===== config.mk =====
export PLATFORM = sky130hd
export DESIGN_NAME = pixel_renderer
export DESIGN_NICKNAME = d
export VERILOG_FILES = /design/src/rtl/flappy_pkg.sv /design/src/rtl/rect_hit.sv /design/src/rtl/pixel_renderer.sv
export SDC_FILE = /design/constraint.sdc
export NUM_CORES = 1
export LEC_CHECK = 0
export ABC_AREA = 1
export BUFFER_PORTS_ARGS = -buffer_cell sky130_fd_sc_hd__clkbuf_2
export CAP_MARGIN = 20
export CORE_MARGIN = 5
export CORE_UTILIZATION = 65
export DETAILED_ROUTE_END_ITERATION = 7
export PLACE_DENSITY = 0.94
export RECOVER_POWER = 50
export SKIP_CTS_REPAIR_TIMING = 1
export SLEW_MARGIN = 40
export SYNTH_ARGS = -nofsm -noshare
export SYNTH_HDL_FRONTEND = slang
export SYNTH_HIERARCHICAL = 1
export SYNTH_SLANG_ARGS = --single-unit

===== constraint.sdc =====
create_clock -name clk -period 3.9 [get_ports clk]
set_input_delay 0.585 -clock clk [delete_from_list [all_inputs] [get_ports clk]]
set_output_delay 0.585 -clock clk [all_outputs]
set_load 0.05 [all_outputs]

===== src/rtl/flappy_pkg.sv =====
// Shared screen geometry and colour constants for the Flappy Bird scene.
package flappy_pkg;

    typedef struct packed {
        logic [3:0] r;
        logic [3:0] g;
        logic [3:0] b;
    } rgb_t;

    localparam logic [9:0] H_VISIBLE = 10'd640;
    localparam logic [9:0] V_VISIBLE = 10'd480;
    localparam logic [9:0] GROUND_Y  = 10'd440;

    localparam rgb_t SKY    = 12'h4CF;
    localparam rgb_t BIRD   = 12'hFF0;
    localparam rgb_t PIPE   = 12'h0B0;
    localparam rgb_t GROUND = 12'h852;
    localparam rgb_t BLACK  = 12'h000;

endpackage


===== src/rtl/rect_hit.sv =====
// Half-open range test: hit when lo <= value < lo + size.
module rect_hit #(
    parameter int W = 10
) (
    input  logic [W-1:0] value,
    input  logic [W-1:0] lo,
    input  logic [W-1:0] size,
    output logic         hit
);

    // Upper bound carries one extra bit so lo + size never wraps.
    logic [W:0] hi;

    assign hi  = {1'b0, lo} + {1'b0, size};
    assign hit = (value >= lo) && ({1'b0, value} < hi);

endmodule


===== src/rtl/pixel_renderer.sv =====
// Two-stage scene renderer: hit flags, then priority colour mux.
module pixel_renderer
    import flappy_pkg::*;
#(
    parameter int BIRD_X    = 100,
    parameter int BIRD_SIZE = 16,
    parameter int PIPE_W    = 52,
    parameter int GAP_H     = 120
) (
    input  logic       clk,
    input  logic       rst,
    input  logic [9:0] h_idx,
    input  logic [9:0] v_idx,
    input  logic       valid,
    input  logic       hsync_in,
    input  logic       vsync_in,
    input  logic [9:0] bird_y,
    input  logic [9:0] pipe_x,
    input  logic [9:0] gap_y,
    output logic [3:0] red,
    output logic [3:0] green,
    output logic [3:0] blue,
    output logic       hsync,
    output logic       vsync,
    output logic       frame_start
);

    localparam logic [9:0] BX = 10'(BIRD_X);
    localparam logic [9:0] BS = 10'(BIRD_SIZE);
    localparam logic [9:0] PW = 10'(PIPE_W);
    localparam logic [9:0] GH = 10'(GAP_H);

    logic [9:0] bird_y_l;
    logic [9:0] pipe_x_l;
    logic [9:0] gap_y_l;
    logic       match;
    logic       match_d;
    logic       fs_set;

    assign match  = (v_idx == V_VISIBLE) && (h_idx == 10'd0);
    assign fs_set = match && !match_d;

    // Shadows swap only at the blanking edge so a frame never tears.
    always_ff @(posedge clk) begin
        if (rst) begin
            match_d     <= 1'b0;
            frame_start <= 1'b0;
            bird_y_l    <= 10'd240;
            pipe_x_l    <= 10'd640;
            gap_y_l     <= 10'd180;
        end else begin
            match_d     <= match;
            frame_start <= fs_set;
            if (fs_set) begin
                bird_y_l <= bird_y;
                pipe_x_l <= pipe_x;
                gap_y_l  <= gap_y;
            end
        end
    end

    logic bx_hit;
    logic by_hit;
    logic px_hit;
    logic gy_hit;

    rect_hit #(.W(10)) u_bird_x (
        .value(h_idx), .lo(BX), .size(BS), .hit(bx_hit)
    );
    rect_hit #(.W(10)) u_bird_y (
        .value(v_idx), .lo(bird_y_l), .size(BS), .hit(by_hit)
    );
    rect_hit #(.W(10)) u_pipe_x (
        .value(h_idx), .lo(pipe_x_l), .size(PW), .hit(px_hit)
    );
    rect_hit #(.W(10)) u_gap_y (
        .value(v_idx), .lo(gap_y_l), .size(GH), .hit(gy_hit)
    );

    logic s1_valid;
    logic s1_hsync;
    logic s1_vsync;
    logic s1_bird;
    logic s1_pipe;
    logic s1_ground;

    always_ff @(posedge clk) begin
        if (rst) begin
            s1_valid  <= 1'b0;
            s1_hsync  <= 1'b1;
            s1_vsync  <= 1'b1;
            s1_bird   <= 1'b0;
            s1_pipe   <= 1'b0;
            s1_ground <= 1'b0;
        end else begin
            s1_valid  <= valid;
            s1_hsync  <= hsync_in;
            s1_vsync  <= vsync_in;
            s1_bird   <= bx_hit && by_hit;
            s1_pipe   <= (pipe_x_l < H_VISIBLE) && px_hit && !gy_hit;
            s1_ground <= v_idx >= GROUND_Y;
        end
    end

    rgb_t pix_next;
    rgb_t pix;

    always_comb begin
        pix_next = BLACK;
        if (!s1_valid) begin
            pix_next = BLACK;
        end else if (s1_bird) begin
            pix_next = BIRD;
        end else if (s1_pipe) begin
            pix_next = PIPE;
        end else if (s1_ground) begin
            pix_next = GROUND;
        end else begin
            pix_next = SKY;
        end
    end

    always_ff @(posedge clk) begin
        if (rst) begin
            pix   <= BLACK;
            hsync <= 1'b1;
            vsync <= 1'b1;
        end else begin
            pix   <= pix_next;
            hsync <= s1_hsync;
            vsync <= s1_vsync;
        end
    end

    assign red   = pix.r;
    assign green = pix.g;
    assign blue  = pix.b;

endmodule

After elaboration in Yosys (flattened, before gate mapping)

Index checks and enable logic that the tools add are counted.

Register bits: 52
Latch bits: 0
Memory bits (writable): 0
Bits in read-only memories: 0
Word-level logic and storage cells: 48
Memories kept: 0

$add $sub $neg: 3
$mul: 0
Divide/modulo/power cells: 0
$lt $le $gt $ge: 10
Eq/ne operators: 1
Shift-type cells: 0
Mux-type cells: 3
Bitwise operators: 1
Reductions and logical operators: 14

Operators by type and width:

| operator                                                    | count |
|---|---|
| 2-to-1 mux 12 bit                                           | 3 |
| less-than comparator 10 x 11 -> 1 bit                       | 3 |
| >= comparator 10 bit                                        | 3 |
| adder 10 x 5 -> 11 bit, second input constant               | 1 |
| adder 10 x 6 -> 11 bit, second input constant               | 1 |
| adder 10 x 7 -> 11 bit, second input constant               | 1 |
| equality test 10 x 9 -> 1 bit, second input constant        | 1 |
| >= comparator 10 x 7 -> 1 bit, second input constant        | 1 |
| >= comparator 10 x 9 -> 1 bit, second input constant        | 1 |
| logical NOT 10 bit                                          | 1 |
| less-than comparator 10 bit, second input constant          | 1 |
| less-than comparator 10 x 7 -> 1 bit, second input constant | 1 |
| logical AND 1 bit                                           | 9 |
| OR reduction 4 bit                                          | 1 |
| logical NOT 1 bit                                           | 2 |
| OR reduction 2 bit                                          | 1 |
| NOT 1 bit                                                   | 1 |

Longest topological paths before layout

Depth after elaboration: 5
Gate-level depth with buffers: 19

Modules after synthesis

The synthesis kept the hierarchy.

Modules (own cells, without submodules):

| module                  | instances | cells each | area each (um^2) | seq. area each (um^2) |
|---|---|---|---|---|
| rect_hit (u_bird_x ...) | 3         | 143        | 917.1            | 0.0 |
| pixel_renderer          | 1         | 254        | 1856.8           | 980.9 |
| rect_hit (u_bird_y)     | 1         | 147        | 927.1            | 0.0 |

Worst setup path after synthesis

No wires, ideal clock.

Kind: register to register
Start: register pipe_x_l[3]
End: register s1_pipe
Arrival: 2199 ps
Required time: 3822 ps
Path slack: 1624 ps
Cell stages (with the launch flop): 19
Clock period less this slack: 2276 ps
Path through: dfxtp_1 > ha_1 > a21o_1 > nand2_1 > nand2_2 > nor2_2 > xor2_1 > ha_1 > nand2_1 > inv_1 > a21oi_1 > nand2_1 > nand2_1 > nand2_1 > nand2_1 > nand2_1 > a21oi_1 > nand2_1 > nor3_1

Longest elaborated chain between the ends: 5

Ends and longest elaborated chain:

| element                               | RTL line              | RTL |
|---|---|---|
| start, declared                       | pixel_renderer.sv:34  | `logic [9:0] pipe_x_l;` |
| start signal, assigned                | pixel_renderer.sv:56  | `pipe_x_l <= pipe_x;` |
| adder 10 x 6 -> 11 bit                | rect_hit.sv:14        | `assign hi = {1'b0, lo} + {1'b0, size};` |
| less-than comparator 10 x 11 -> 1 bit | rect_hit.sv:15        | `assign hit = (value >= lo) && ({1'b0, value} < hi);` |
| logical AND 1 bit *                   | rect_hit.sv:15        |  |
| named net px_hit                      | pixel_renderer.sv:64  | `logic px_hit;` |
| logical AND 1 bit * (2 in a row)      | pixel_renderer.sv:100 | `s1_pipe <= (pipe_x_l < H_VISIBLE) && px_hit && !gy_hit;` |
| end signal, assigned                  | pixel_renderer.sv:100 |  |
| end, declared                         | pixel_renderer.sv:84  | `logic s1_pipe;` |

Mark *: on every way through the listed nets, which the timed path passes. The rest lies on a longest branch.
A chain may end at the register's enable or synchronous reset.

Final worst setup path

Ends and elaborated chain as after synthesis.

==> results.yml <==
sta:
  tns_ns: 0
  setup_violations: 0
  slew_violations: 0
  rsz0062_at_grt: "no"
  fmax_mhz: 393
  post-route-period-util: 0.652
  fin_skew_ns: 0.00936
  min_period_ns: 2.54
  relSlewSlack: 0.405
  finalHoldViolations: 0
  setup_slack_ns: 1.36
  worstMarginPinSlew_ns: 0.889
yosys:
  netlist_area_um2: 5540
  yosysSeqAreaShare: 0.177
  yosysTopAreaCell: "ha_1"
  synth_commonest_cells: "nand2_1 (211), inv_1 (122), ha_1 (116)"
  ys.warnings.count: 6
  yosys.area_share.xor_xnor: 0.0443
  ys_top_cells_by_area: "ha_1 (26%), dfxtp_1 (18%), nand2_1 (14%), inv_1 (8.3%), nor2_1 (6.7%)"
  ys_seq_elements: 49
  ys.flop_type: "dfxtp_1"
  synth_cell_types: 31
  synth_edf_count: 0
  synth.top_cell.area_share: 0.262
  synthSimpleGateAreaFrac: 0.294
  synthMuxAreaShare: 0
  synth_fa_ha_area_frac: 0.277
  ys_async_sr_fraction: 0
  synth_most_common_cell: "nand2_1"
  avgSynthCellArea_um2: 6.67
  synth_top_family_by_area: "simple AND/OR/NAND/NOR gates"
  syn_inst: 830
  synth_compound_area_frac: 0.107
critical_path:
  worstPathArrival_ns: 2.77
  slowest_delay_ns: 0.37
  reg2reg_to: "s1_pipe"
  cp-endpoint: "s1_pipe"
  worstPathMaxFanout: 6
  r2r_start: "pipe_x_l[3]"
  criticalPathCategory: "flop to flop"
  crit_start: "pipe_x_l[3]"
  rr_worst_depth: 18
  slowest_stage: "ha_1"
  ff2ff_setup_slack_ns: 1.36
  crit_path_end_kind: "flop"
  worstPathRequired_ns: 4.13
  crit_chain: "ha_1 > a21o_1 > nand2_1 > nand2_2 > nor2_2 > xor2_1 > ha_1 > nand2_1 > inv_1 > a21oi_1 > nand2_1 > nand2_1 > nand2_1 > nand2_1 > nand2_1 > a21oi_1 > nand2_1 > nor3_1"
  crit_path_start_kind: "flop"
  critPathMostFrequentCell: "nand2_1"
route:
  avgRoutedWirePerCell_um: 11.9
  routed_via_density: 5.17
  drcViolationCount: 0
  ant_nets: 0
  finalWirelength_um: 12700
  drt_iter0_drc: 270
  vias: 5492
  drtPass1Iterations: 5
cts:
  cts_buffer_depth: 2
  ctsHtreeMaxLevel: 2
  numClockSinks: 49
  numCtsBuffers: 5
  cts_tree: "built"
  clk_pin_slew_ns: 0.09
  clk_latency_ns: 0.31
  cts_root_buf: "clkbuf_8"
status:
  outcome: "complete, no violations"
place:
  dp_hpwl_um: 10400
  place_ws_ns: 1.42
  place.gp.congestion: 0.899
  port_buffers: 69
power_and_ir_drop:
  combPwrFrac: 0.355
  p_int_uw: 832
  power.leakage_nw: 3.54
  p_sw_uw: 461
  p_sw_frac: 0.357
  power.density_nw_per_um2: 207
  peakVddDrop_v: 0.000150
  p_clk_frac: 0.250
  p_seq_frac: 0.394
floorplanning:
  initial_core_util: 0.670
  io_pins: 70
  die_h_um: 102
  core_um2: 8260
  dieWidth_um: 102
  num_rows: 33
  die-area_um2: 10500
min_path:
  min-delay-start: "match_d"
  hold_class: "flop to flop"
grt:
  grt_usage: 0.247
  grt.met2_usage: 0.450
  met1_usage: 0.309
  overflow: 0
  grt_max_degree: 35
  grt_busiest_layer: "met2"
  grt_pass1_wl_um: 21100
  grt_pass1_vias: 5045
  antenna_found_initial: 0
  grtUsageMet3: 0.0334
run:
  cap_violations: 0
layout:
  diodes: 0
  syn_to_final_growth_pct: 12.7
  drive_gt1_frac: 0.0877
  finalNetCount: 1132
  n_fill_cell: 660
-- state kept, by name, indices dropped and copies added, names as in the netlist --
name,flops
match_d,1
frame_start,1
s1_bird,1
blue,2
bird_y_l,10
green,4
s1_ground,1
s1_vsync,1
red,3
gap_y_l,10
s1_hsync,1
hsync,1
vsync,1
s1_valid,1
pipe_x_l,10
s1_pipe,1
-- per-layer routing --
layer	up-vias	part of all wire	routed length, um
li1	2879	-	-
met1	2434	0.44	5560
met2	163	0.49	6180
met3	16	0.063	797
met4	0	0.013	161
met5	-	0	0
-- kinds of logic (layout without fill, tap and decap cells) --
| family | Yosys count | count (layout) |
|---|---|---|
| buffers and inverters | 136 | 201 |
| adders and majority gates | 120 | 120 |
| xor gates and xnor gates | 28 | 28 |
| and+or+nand+nor | 393 | 393 |
| AOI/OAI and AO/OA | 102 | 102 |
| DFF | 49 | 49 |
| other | 2 | 65 |
-- power by group through the flow --
stage,Combinational (mW),Sequential [mW],Clock [mW]
after floorplan,0.323,0.534,0
after global placement,0.422,0.521,0
after detailed placement,0.435,0.522,0
after CTS,0.439,0.510,0.330
after global routing,0.529,0.511,0.350
final,0.460,0.510,0.324
-- layout make-up --
type / instances / area (um^2) / area share
repair buffers: 71 / 339 / 0.0543
well taps: 105 / 131 / 0.0211
clock inverters: 2 / 13.8 / 0.00221
inverters: 122 / 458 / 0.0734
multi-input cells: 708 / 4240 / 0.679
flip-flops and latches: 49 / 981 / 0.157
clock buffers: 6 / 82.6 / 0.0132
-- worst min path at each step --
stage,to,slack (ns),cells after the start
after floorplan,hsync,0.39,1
after global placement,vsync,0.39,1
after detailed placement,frame_start,0.40,1
after CTS,frame_start,0.42,1
after global routing,frame_start,0.42,1
final,frame_start,0.41,1
-- layout by cell type (no fill, tap or decap), drive strengths merged --
cell type / count
a21oi: 62
o2111ai: 3
a21o: 7
a31oi: 8
o21ai: 10
xnor2: 7
or2: 4
xor2: 21
nor3b: 1
ha: 116
fa: 4
o211ai: 8
nor4: 8
nand4: 6
nor3: 3
inv: 122
nand2: 215
dfxtp: 49
buf: 2
conb: 65
nor2: 110
clkbuf: 75
o21a: 4
nand3: 46
clkinv: 2
-- stage by stage --
stage / instances / total power, mW / hold slack, ns / util / instance area (um^2)
after global placement: 1055 / 0.943 / 0.392 / 0.748 / 6170
final: 1063 / 1.29 / 0.413 / 0.756 / 6240
after global routing: 1063 / 1.39 / 0.421 / 0.756 / 6240
after detailed placement: 1055 / 0.957 / 0.403 / 0.748 / 6170
after CTS: 1063 / 1.28 / 0.416 / 0.759 / 6270
after floorplan: 893 / 0.857 / 0.389 / - / 5770
-- critical path: cells and delay by family, from the launching register on --
family / cells / cell delay (ns)
simple gates: 11 / 0.77
xor+xnor: 1 / 0.18
compound gates: 3 / 0.48
fa+ha+maj: 2 / 0.64
flops: 1 / 0.34
buf+inv: 1 / 0.05
Power figures use the tool's default switching activity.
